--- config.mk ---
export PLATFORM = sky130hd
export DESIGN_NAME = obs_split_feeder
export DESIGN_NICKNAME = d
export VERILOG_FILES = /design/src/rtl/obs_split_feeder.sv
export SDC_FILE = /design/constraint.sdc
export NUM_CORES = 1
export LEC_CHECK = 0
export CAP_MARGIN = 40
export CORE_MARGIN = 2
export CORE_UTILIZATION = 25
export CTS_BUF_LIST = sky130_fd_sc_hd__clkbuf_8
export DETAILED_ROUTE_END_ITERATION = 12
export PLACE_DENSITY = 0.55
export REMOVE_ABC_BUFFERS = 1
export SYNTH_ARGS = -nofsm -noshare
export SYNTH_HDL_FRONTEND = slang
export SYNTH_SLANG_ARGS = --single-unit
--- constraint.sdc ---
create_clock -name clk -period 2.53 [get_ports clk]
set_clock_uncertainty 0.1 [all_clocks]
set_input_delay 0.6325 -clock clk [delete_from_list [all_inputs] [get_ports clk]]
set_output_delay 0.6325 -clock clk [all_outputs]
set_load 0.005 [all_outputs]
--- src/rtl/obs_split_feeder.sv ---
// Operand-side feeder for an OBS level: splits an N-bit GF(2) operand pair into even/odd
// coefficient halves and issues the four half-size sub-products as serial beats.
module obs_split_feeder #(
    parameter int N = 12
) (
    input  logic             clk,
    input  logic             rst,
    input  logic             in_valid,
    output logic             in_ready,
    input  logic [N-1:0]     in_a,
    input  logic [N-1:0]     in_b,
    output logic             out_valid,
    input  logic             out_ready,
    output logic [N/2-1:0]   out_a,
    output logic [N/2-1:0]   out_b,
    output logic [1:0]       out_tag,
    output logic             out_last,
    output logic             busy
);

    localparam int H = N / 2;

    generate
        if ((N % 2) != 0 || N < 4) begin : g_bad_n
            $error("obs_split_feeder: N must be even and >= 4");
        end
    endgenerate

    typedef enum logic {S_IDLE, S_ISSUE} state_t;

    state_t         r_state;
    state_t         w_state_nxt;
    logic [N-1:0]   r_a;
    logic [N-1:0]   r_b;
    logic [1:0]     r_tag;
    logic [1:0]     w_tag_nxt;
    logic           w_load;
    logic [H-1:0]   w_ae;
    logic [H-1:0]   w_ao;
    logic [H-1:0]   w_be;
    logic [H-1:0]   w_bo;

    always_ff @(posedge clk or posedge rst) begin
        if (rst) begin
            r_state <= S_IDLE;
            r_tag   <= 2'd0;
            r_a     <= '0;
            r_b     <= '0;
        end else begin
            r_state <= w_state_nxt;
            r_tag   <= w_tag_nxt;
            if (w_load) begin
                r_a <= in_a;
                r_b <= in_b;
            end
        end
    end

    // A new pair is accepted either from IDLE or on the last-beat handshake, so
    // back-to-back operands run with no idle bubble.
    always_comb begin
        w_state_nxt = r_state;
        w_tag_nxt   = r_tag;
        w_load      = 1'b0;
        in_ready    = 1'b0;
        case (r_state)
            S_IDLE: begin
                in_ready = 1'b1;
                if (in_valid) begin
                    w_load      = 1'b1;
                    w_tag_nxt   = 2'd0;
                    w_state_nxt = S_ISSUE;
                end
            end
            S_ISSUE: begin
                in_ready = (r_tag == 2'd3) && out_ready;
                if (out_ready) begin
                    if (r_tag != 2'd3) begin
                        w_tag_nxt = r_tag + 2'd1;
                    end else begin
                        w_tag_nxt = 2'd0;
                        if (in_valid) begin
                            w_load = 1'b1;
                        end else begin
                            w_state_nxt = S_IDLE;
                        end
                    end
                end
            end
            default: begin
                w_state_nxt = S_IDLE;
                w_tag_nxt   = 2'd0;
            end
        endcase
    end

    always_comb begin
        w_ae = '0;
        w_ao = '0;
        w_be = '0;
        w_bo = '0;
        for (int i = 0; i < H; i++) begin
            w_ae[i] = r_a[2*i];
            w_ao[i] = r_a[2*i+1];
            w_be[i] = r_b[2*i];
            w_bo[i] = r_b[2*i+1];
        end
    end

    // Pure bit-select from the held operands; tag[1] picks the A half, tag[0] the B half.
    assign out_a     = r_tag[1] ? w_ao : w_ae;
    assign out_b     = r_tag[0] ? w_bo : w_be;
    assign out_tag   = r_tag;
    assign out_valid = (r_state == S_ISSUE);
    assign out_last  = out_valid && (r_tag == 2'd3);
    assign busy      = (r_state == S_ISSUE);

endmodule

After elaboration in Yosys (flattened, before gate mapping)
Cells that the tools add are included.
Widths: inputs -> output; s select.
{"block": "word_totals", "ff_bits": 27, "latch_bits": 0, "mem_bits_rw": 0, "rom_bits": 0, "output_inout_bits": 18, "elab_cells": 27, "n_memories": 0}
{"block": "classes", "n_addsub": 1, "multipliers": 0, "div": 0, "n_lt_le_gt_ge": 0, "n_eq_ne": 4, "shifts": 0, "mux": 14, "bitwise": 1, "n_reduce_logical": 3}
{"cell": "$mux 6", "n": 2}
{"cell": "$mux 2", "n": 3}
{"cell": "$ne 2x2->1 const B", "n": 3}
{"cell": "$pmux 1 s2", "n": 3}
{"cell": "$mux 1", "n": 5}
{"cell": "$pmux 2 s2", "n": 1}
{"cell": "$add 2x1->2 const B", "n": 1}
{"cell": "$eq 2x2->1 const B", "n": 1}
{"cell": "$logic_and 1x1->1", "n": 2}
{"cell": "$reduce_and 2->1", "n": 1}
{"cell": "$not 1->1", "n": 1}

Logic depth before layout (Yosys ltp)
Gate-level depths: netlist of run 1.
{"block": "logic_depth", "depth_word": 4, "ltp_mapped": 5, "mapped_depth_nobuf": 3}

Worst setup path before layout of run 1
OpenSTA, ideal clock, no wires.
{"block": "synth_path", "kind": "flip-flop to output port", "start": "reg r_tag[0], in the netlist out_tag[0]", "end": "out in_ready", "t_arrival_ps": 1178, "required_ps": 1798, "setup_slack_ps": 619, "stages_incl_launch_ff": 5, "path_buffers": 1, "cell_sequence": "dfrtp_1 -> ha_1 -> a21boi_4 -> buf_4 -> inv_1"}
{"block": "synth_between", "elab_chain_cells": 3}
{"element": "start: declaration", "line": "35", "text": "logic [1:0] r_tag;"}
{"element": "start signal: assignment", "line": "51", "text": "r_tag <= w_tag_nxt;"}
{"element": "$eq 2x2->1", "line": "76", "text": "in_ready = (r_tag == 2'd3) && out_ready;"}
{"element": "$logic_and 1x1->1", "line": "76"}
{"element": "$pmux 1 s2", "line": "66", "text": "case (r_state)"}
{"element": "end: declaration", "line": "9", "text": "output logic in_ready,"}
Every way passes these cells.

Worst setup path after layout of run 1
{"block": "layout_path", "start": "reg r_tag[1], in the netlist out_tag[1]", "end": "out in_ready"}
Same word-level chain as after synthesis.

==> summary.md, run 1 <==
| Metric | Value |
|---|---|
| Status | `completed` |
| Postcts setup bufs | `0` |
| Cts hold-fix bufs | `0` |
| Mapped Area | `1520 um2` |
| Count leader, synth | `nand2_1` |
| Ys async rst share | `100%` |
| Maximum clock frequency | `420 MHz` |
| Drt pass-1 iters | `4` |
| # fillers | `622` |
| Core Region | `5890 um2` |
| I/O Buffers | `45` |
| Hold/Removal Path Class | `flop to flop` |
| Setup TNS | `0 ps` |
| Synth Area in XOR/XNOR | `0%` |
| Synth top area cells | `dfrtp_1 44%, o32ai_2 21%, nand2_1 8.9%` |
| Hold Crit Endpoint | `r_b[4]$_DFFE_PP0P_` |
| Number of global-route vias before repair | `1175` |
| Antenna Nets Post-Route | `0` |
| Synthesized instance count | `149` |
| Cell taking the most area after synthesis | `dfrtp_1` |
| Synth top cells by count | `36 x nand2_1, 27 x dfrtp_1, 26 x inv_1, 20 x o32ai_2, 12 x o21ai_0` |
| Post-synthesis mux area share | `0.659%` |
| Crit path max fanout | `5` |
| Pre-CTS setup slack | `-12.6 ps` |
| Tightest Pin Transition | `385 ps` |
| PwrDens | `1030 nW/um2` |
| R2R setup slack | `890 ps` |
| Clk_lat worst skew | `270 ps` |
| Warnings, synthesis | `0` |
| Post-Synth Simple-Gate Area | `10.8%` |
| Post-synthesis average cell area | `10.2 um2` |
| Period utilization | `94.2%` |
| Reg clk slew, reported paths | `90 ps` |
| LEAKAGE | `0.000930 uW` |
| CTS H-tree depth | `1` |
| DR iter-0 viols | `28` |
| Relative slew slack | `74.3%` |
| Dpl hpwl | `2440 um` |
| Tmin final | `2380 ps` |
| Rows | `28` |
| Die Y | `81.9 um` |
| Worst Path Class, Setup | `flop to output pin` |
| RSZ-0062 raised after global routing | `no` |
| Drt total wl | `3460 um` |
| Max Transition Viols Final | `0` |
| Root Buffer | `clkbuf_8` |
| Hold_sp | `r_b[4]$_DFFE_PP0P_` |
| IO Count | `46` |
| Post-route setup slack | `147 ps` |
| DR vias | `1185` |
| Mean routed wirelength per cell | `12.8 um` |
| Peak VDD IR | `0.295 mV` |
| Worst hold stages | `2` |
| Post-layout nets | `226` |
| Final setup violation count | `0` |
| Total CTS buffers | `3` |
| Post-Synth Adder-Cell Area | `0.824%` |
| Critical path endpoint category | `output pin` |
| Register area share after synthesis | `44.5%` |
| Main combinational cell family by area after synthesis | `compound AO/OA/AOI/OAI gates` |
| Final hold slack | `444 ps` |
| CTS tree | `done` |
| Post-cts sizing count | `1` |
| Worst EP arrival | `1650 ps` |
| Multi-input gate area | `648 um2` |
| EDFF count, synth | `0` |
| First-pass GRT wire length | `5660 um` |
| Largest net degree at the start of global routing | `28` |
| Ys flop type | `dfrtp_1` |
| Tot GR Track Use | `11.1%` |
| Layout cells sized above 1 | `19.4%` |
| Initial antenna violation count | `0` |
| P&R area growth vs syn | `38.2%` |
| R2R Path Start | `out_tag[1]$_DFFE_PP0P_` |
| Die X | `81.9 um` |
| Worst flop-to-flop path endpoint | `r_b[5]$_DFFE_PP0P_` |
| Final RePlAce weighted congestion | `0.700` |
| Placed cells | `267` |
| Die area | `6710 um2` |
| Compound-Gate Fraction of Synth Area | `30.2%` |
| # diodes | `0` |
| Startpoint types | `flop` |
| Total power | `2150 uW` |
| Final hold violations | `0` |
| Worst-case clock buffer depth | `2` |
| CP required | `1800 ps` |
| Unique masters post-synth | `19` |
| Area fraction of the dominant cell type after synthesis | `44.5%` |
| DRC errors left | `0` |
| Flops & latches, synth | `27` |
| Final Non-Filler Cells | `271` |
| R2R cell count | `4` |
| Via density | `4.37` |
| Register Area | `676 um2` |
| Max Cap Viol | `0` |
| CTS sink cnt | `27` |
| Overflow after GRT | `0` |
| Initial Util | `25.8%` |
cells by family after synthesis:
group,count (synthesis)
compound gates,39
simple gates,41
flops,27
mux,1
buf+inv,40
fa+ha+maj,1
flip-flops by register name, indices dropped and copies added (netlist names):
register and flops:
r_a 12, r_b 12, out_tag 2, busy 1
routing by layer:
layer  vias to the layer above  track usage, %  wire, um
met2                        23            17.4      1620
met4                         0            3.50        33
met5                         -               0         0
met1                       562            15.5      1660
li1                        598               -         -
met3                         2            2.09       146
through the flow:
stage                     util, %  cell area (um2)
after floorplan                 -             1420
after global placement       34.9             2060
after detailed placement     34.9             2060
after CTS                    35.7             2100
after global routing         35.7             2100
final                        35.7             2100
worst max-delay path: stages (launching register included):
cell,delay [ps]
dfrtp_1,450
ha_1,270
a21boi_4,170
inv_1,50
clkdlybuf4s50_1,440
cell usage in the layout, fill, tap and decap left out:
| cell | synthesis | layout |
|---|---|---|
| and3_1 | 1 | 1 |
| or2_2 | 1 | 1 |
| o32ai_2 | 20 | 20 |
| dfrtp_1 | 27 | 27 |
| clkdlybuf4s50_1 | 0 | 44 |
| a32o_1 | 2 | 2 |
| and2_1 | 1 | 1 |
| mux2i_1 | 1 | 1 |
| nand2_1 | 36 | 36 |
| a21boi_4 | 1 | 1 |
| o32ai_1 | 4 | 4 |
| dlygate4sd2_1 | 0 | 1 |
| ha_1 | 1 | 1 |
| o21ai_0 | 12 | 12 |
| clkbuf_8 | 0 | 3 |
| nor2_1 | 1 | 1 |
| nor2b_2 | 0 | 1 |
| buf_4 | 4 | 12 |
| inv_1 | 26 | 27 |
where the power goes:
| part | total [uW] | switching [uW] | internal [uW] |
|---|---|---|---|
| logic | 1190 | 469 | 719 |
| registers | 728 | 90.9 | 637 |
| clock network | 239 | 131 | 109 |
worst max-delay path by stage:
stage                                     to              startpoint  slack [ps]
after CTS                           in_ready  out_tag[1]$_DFFE_PP0P_         130
after global routing                in_ready  out_tag[1]$_DFFE_PP0P_          60
after floorplan           r_b[1]$_DFFE_PP0P_                in_valid          80
after global placement              in_ready               out_ready         -30
after detailed placement            in_ready               out_ready         -10
final                               in_ready  out_tag[1]$_DFFE_PP0P_         150
area by class of cell:
type                            instances  area share [%]
Multi-Input combinational cell         82            30.9
Timing Repair Buffer                   57            25.7
Sequential cell                        27            32.2
Inverter                               26            4.65
Tap cell                               75            4.47
Clock buffer                            3            1.97
Clock inverter                          1           0.179
(Power assumes the default switching activity.)
==> run 2: changes to the inputs <==
--- a/config.mk
+++ b/config.mk
@@ -12,6 +12,7 @@
 export DETAILED_ROUTE_END_ITERATION = 12
 export PLACE_DENSITY = 0.55
 export REMOVE_ABC_BUFFERS = 1
+export SKIP_CTS_REPAIR_TIMING = 1
 export SYNTH_ARGS = -nofsm -noshare
 export SYNTH_HDL_FRONTEND = slang
 export SYNTH_SLANG_ARGS = --single-unit
==> run 2 against run 1 <==
Register-to-register slack about the same. Sequential cell count unchanged. Largest cell class unchanged. Via count decreased by 0.17%. Die area unchanged. Setup slack gained 2.4 ps. Critical path type unchanged. Count of clock-buffer cells in the layout unchanged. Core utilization up 0.064 points. Hold slack got worse by 0.75 ps. Wire length down 0.17%. Total power about the same. Non-clock buffer count is the same.
==> summary.md, run 2 (synthesis gave the netlist of run 1 again) <==
| Metric | Value |
|---|---|
| Status | `completed` |
| DR iter-0 viols | `27 (-3.6%)` |
| Total CTS buffers | `3 (unchanged)` |
| P&R area growth vs syn | `38.5%` |
| Startpoint types | `flop` |
| Rows | `28 (unchanged)` |
| Maximum clock frequency | `420 MHz (+0.10%)` |
| CP startpoint | `out_tag[1]$_DFFE_PP0P_` |
| CTS tree | `done` |
| Final hold slack | `444 ps (-0.751 ps)` |
| Commonest non-fill, non-tap cells in the layout | `44 x clkdlybuf4s50_1, 36 x nand2_1, 27 x inv_1, 27 x dfrtp_1, 20 x o32ai_2` |
| IO Count | `46 (unchanged)` |
| CP required | `1800 ps (about the same)` |
| Pre-CTS setup slack | `-12.6 ps (unchanged)` |
| Layout cells sized above 1 | `19.4% (unchanged)` |
| Post-route setup slack | `150 ps (+2.38 ps)` |
| Worst Path Class, Setup | `flop to output pin` |
| Setup TNS | `0 ps (unchanged)` |
| Number of global-route vias before repair | `1175 (unchanged)` |
| CTS sink cnt | `27 (unchanged)` |
| Dpl hpwl | `2440 um (unchanged)` |
| Overflow after GRT | `0 (unchanged)` |
| Fin util | `35.7% (+0.064 points)` |
| First-pass GRT wire length | `5660 um (unchanged)` |
| R2R cell count | `4 (unchanged)` |
| I/O Buffers | `45 (unchanged)` |
| Die X | `81.9 um (unchanged)` |
| Reg clk slew, reported paths | `90 ps (about the same)` |
| RSZ-0062 raised after global routing | `no` |
| Tightest Pin Transition | `388 ps (+2.45 ps)` |
| Max Transition Viols Final | `0 (unchanged)` |
| LEAKAGE | `0.000938 uW (+0.84%)` |
| DR vias | `1183 (-0.17%)` |
| # diodes | `0 (unchanged)` |
| Period utilization | `94.1% (-0.094 points)` |
| Critical path endpoint category | `output pin` |
| Tot GR Track Use | `11.1% (unchanged)` |
| Worst-case clock buffer depth | `2 (unchanged)` |
| Tmin final | `2380 ps (-2.38 ps)` |
| PwrDens | `1020 nW/um2 (-0.21%)` |
| Initial Util | `25.8% (unchanged)` |
| Die area | `6710 um2 (unchanged)` |
| Clk_lat worst skew | `270 ps (about the same)` |
| Crit path max fanout | `5 (unchanged)` |
| Initial antenna violation count | `0 (unchanged)` |
| Drt total wl | `3450 um (-0.17%)` |
| Mean routed wirelength per cell | `12.7 um (-0.17%)` |
| Worst hold stages | `2 (unchanged)` |
| Final RePlAce weighted congestion | `0.700 (unchanged)` |
| Final hold violations | `0 (unchanged)` |
| Final setup violation count | `0 (unchanged)` |
| Via density | `4.37 (-0.17%)` |
| # fillers | `622 (unchanged)` |
| DRC errors left | `0 (unchanged)` |
| Worst EP arrival | `1650 ps (about the same)` |
| Most common cell after layout, fill and taps aside | `clkdlybuf4s50_1` |
| Max Cap Viol | `0 (unchanged)` |
| Peak VDD IR | `0.295 mV (about the same)` |
| Drt pass-1 iters | `4 (unchanged)` |
| R2R setup slack | `890 ps (about the same)` |
| Largest net degree at the start of global routing | `28 (unchanged)` |
| Root Buffer | `clkbuf_8` |
| CTS H-tree depth | `1 (unchanged)` |
| R2R Path Start | `out_tag[1]$_DFFE_PP0P_` |
| Core Region | `5890 um2 (unchanged)` |
| Relative slew slack | `74.2% (-0.16 points)` |
| Die Y | `81.9 um (unchanged)` |
| Antenna Nets Post-Route | `0 (unchanged)` |
| Hold_sp | `r_b[3]$_DFFE_PP0P_` |
| Post-layout nets | `226 (unchanged)` |
| Hold/Removal Path Class | `flop to flop` |
run 2: power by group:
group | leakage [uW] | switching, uW | total [uW] | internal (uW)
clock | 0.0000269 | 131 | 239 | 109
combinational | 0.000584 | 468 | 1190 | 719
sequential | 0.000327 | 90.8 | 727 | 637
run 2: layer usage:
| metal | part of all wire [%] | wire length [um] | global-route usage (%) |
|---|---|---|---|
| met4 | 0.96 | 33 | 3.50 |
| met2 | 47 | 1640 | 17.4 |
| met5 | 0 | 0 | 0 |
| met3 | 4.2 | 146 | 2.09 |
| met1 | 47 | 1630 | 15.5 |
run 2: area by class of cell:
class,count,area (um2),area share (%)
Timing Repair Buffer,57,543,25.8
Tap cell,75,93.8,4.46
Multi-Input combinational cell,82,648,30.8
Inverter,26,97.6,4.64
Clock buffer,3,41.3,1.96
Clock inverter,1,3.75,0.178
Sequential cell,27,676,32.1
run 2: worst max-delay path, cell delays in order (launching register included):
cell and delay, ps:
dfrtp_1 450, ha_1 270, a21boi_4 170, inv_1 50, clkdlybuf4s50_1 440
run 2: path summary, 6_finish.rpt:
| path | end |
|---|---|
| worst max-delay path | in_ready |
| worst min-delay path | r_b[3]$_DFFE_PP0P_ |
| min in group asynchronous | r_b[8]$_DFFE_PP0P_ |
| worst min register to register | r_b[3]$_DFFE_PP0P_ |
| worst max register to register | r_b[5]$_DFFE_PP0P_ |
| max in group asynchronous | r_a[5]$_DFFE_PP0P_ |
run 2: stage by stage:
stage / instance area [um2] / instances / total power, uW
final: 2100 / 271 / 2150
after global routing: 2100 / 271 / 2340
after CTS: 2100 / 271 / 2190
after detailed placement: 2060 / 267 / 1950
after global placement: 2060 / 267 / 1930
after floorplan: 1420 / 135 / 1390
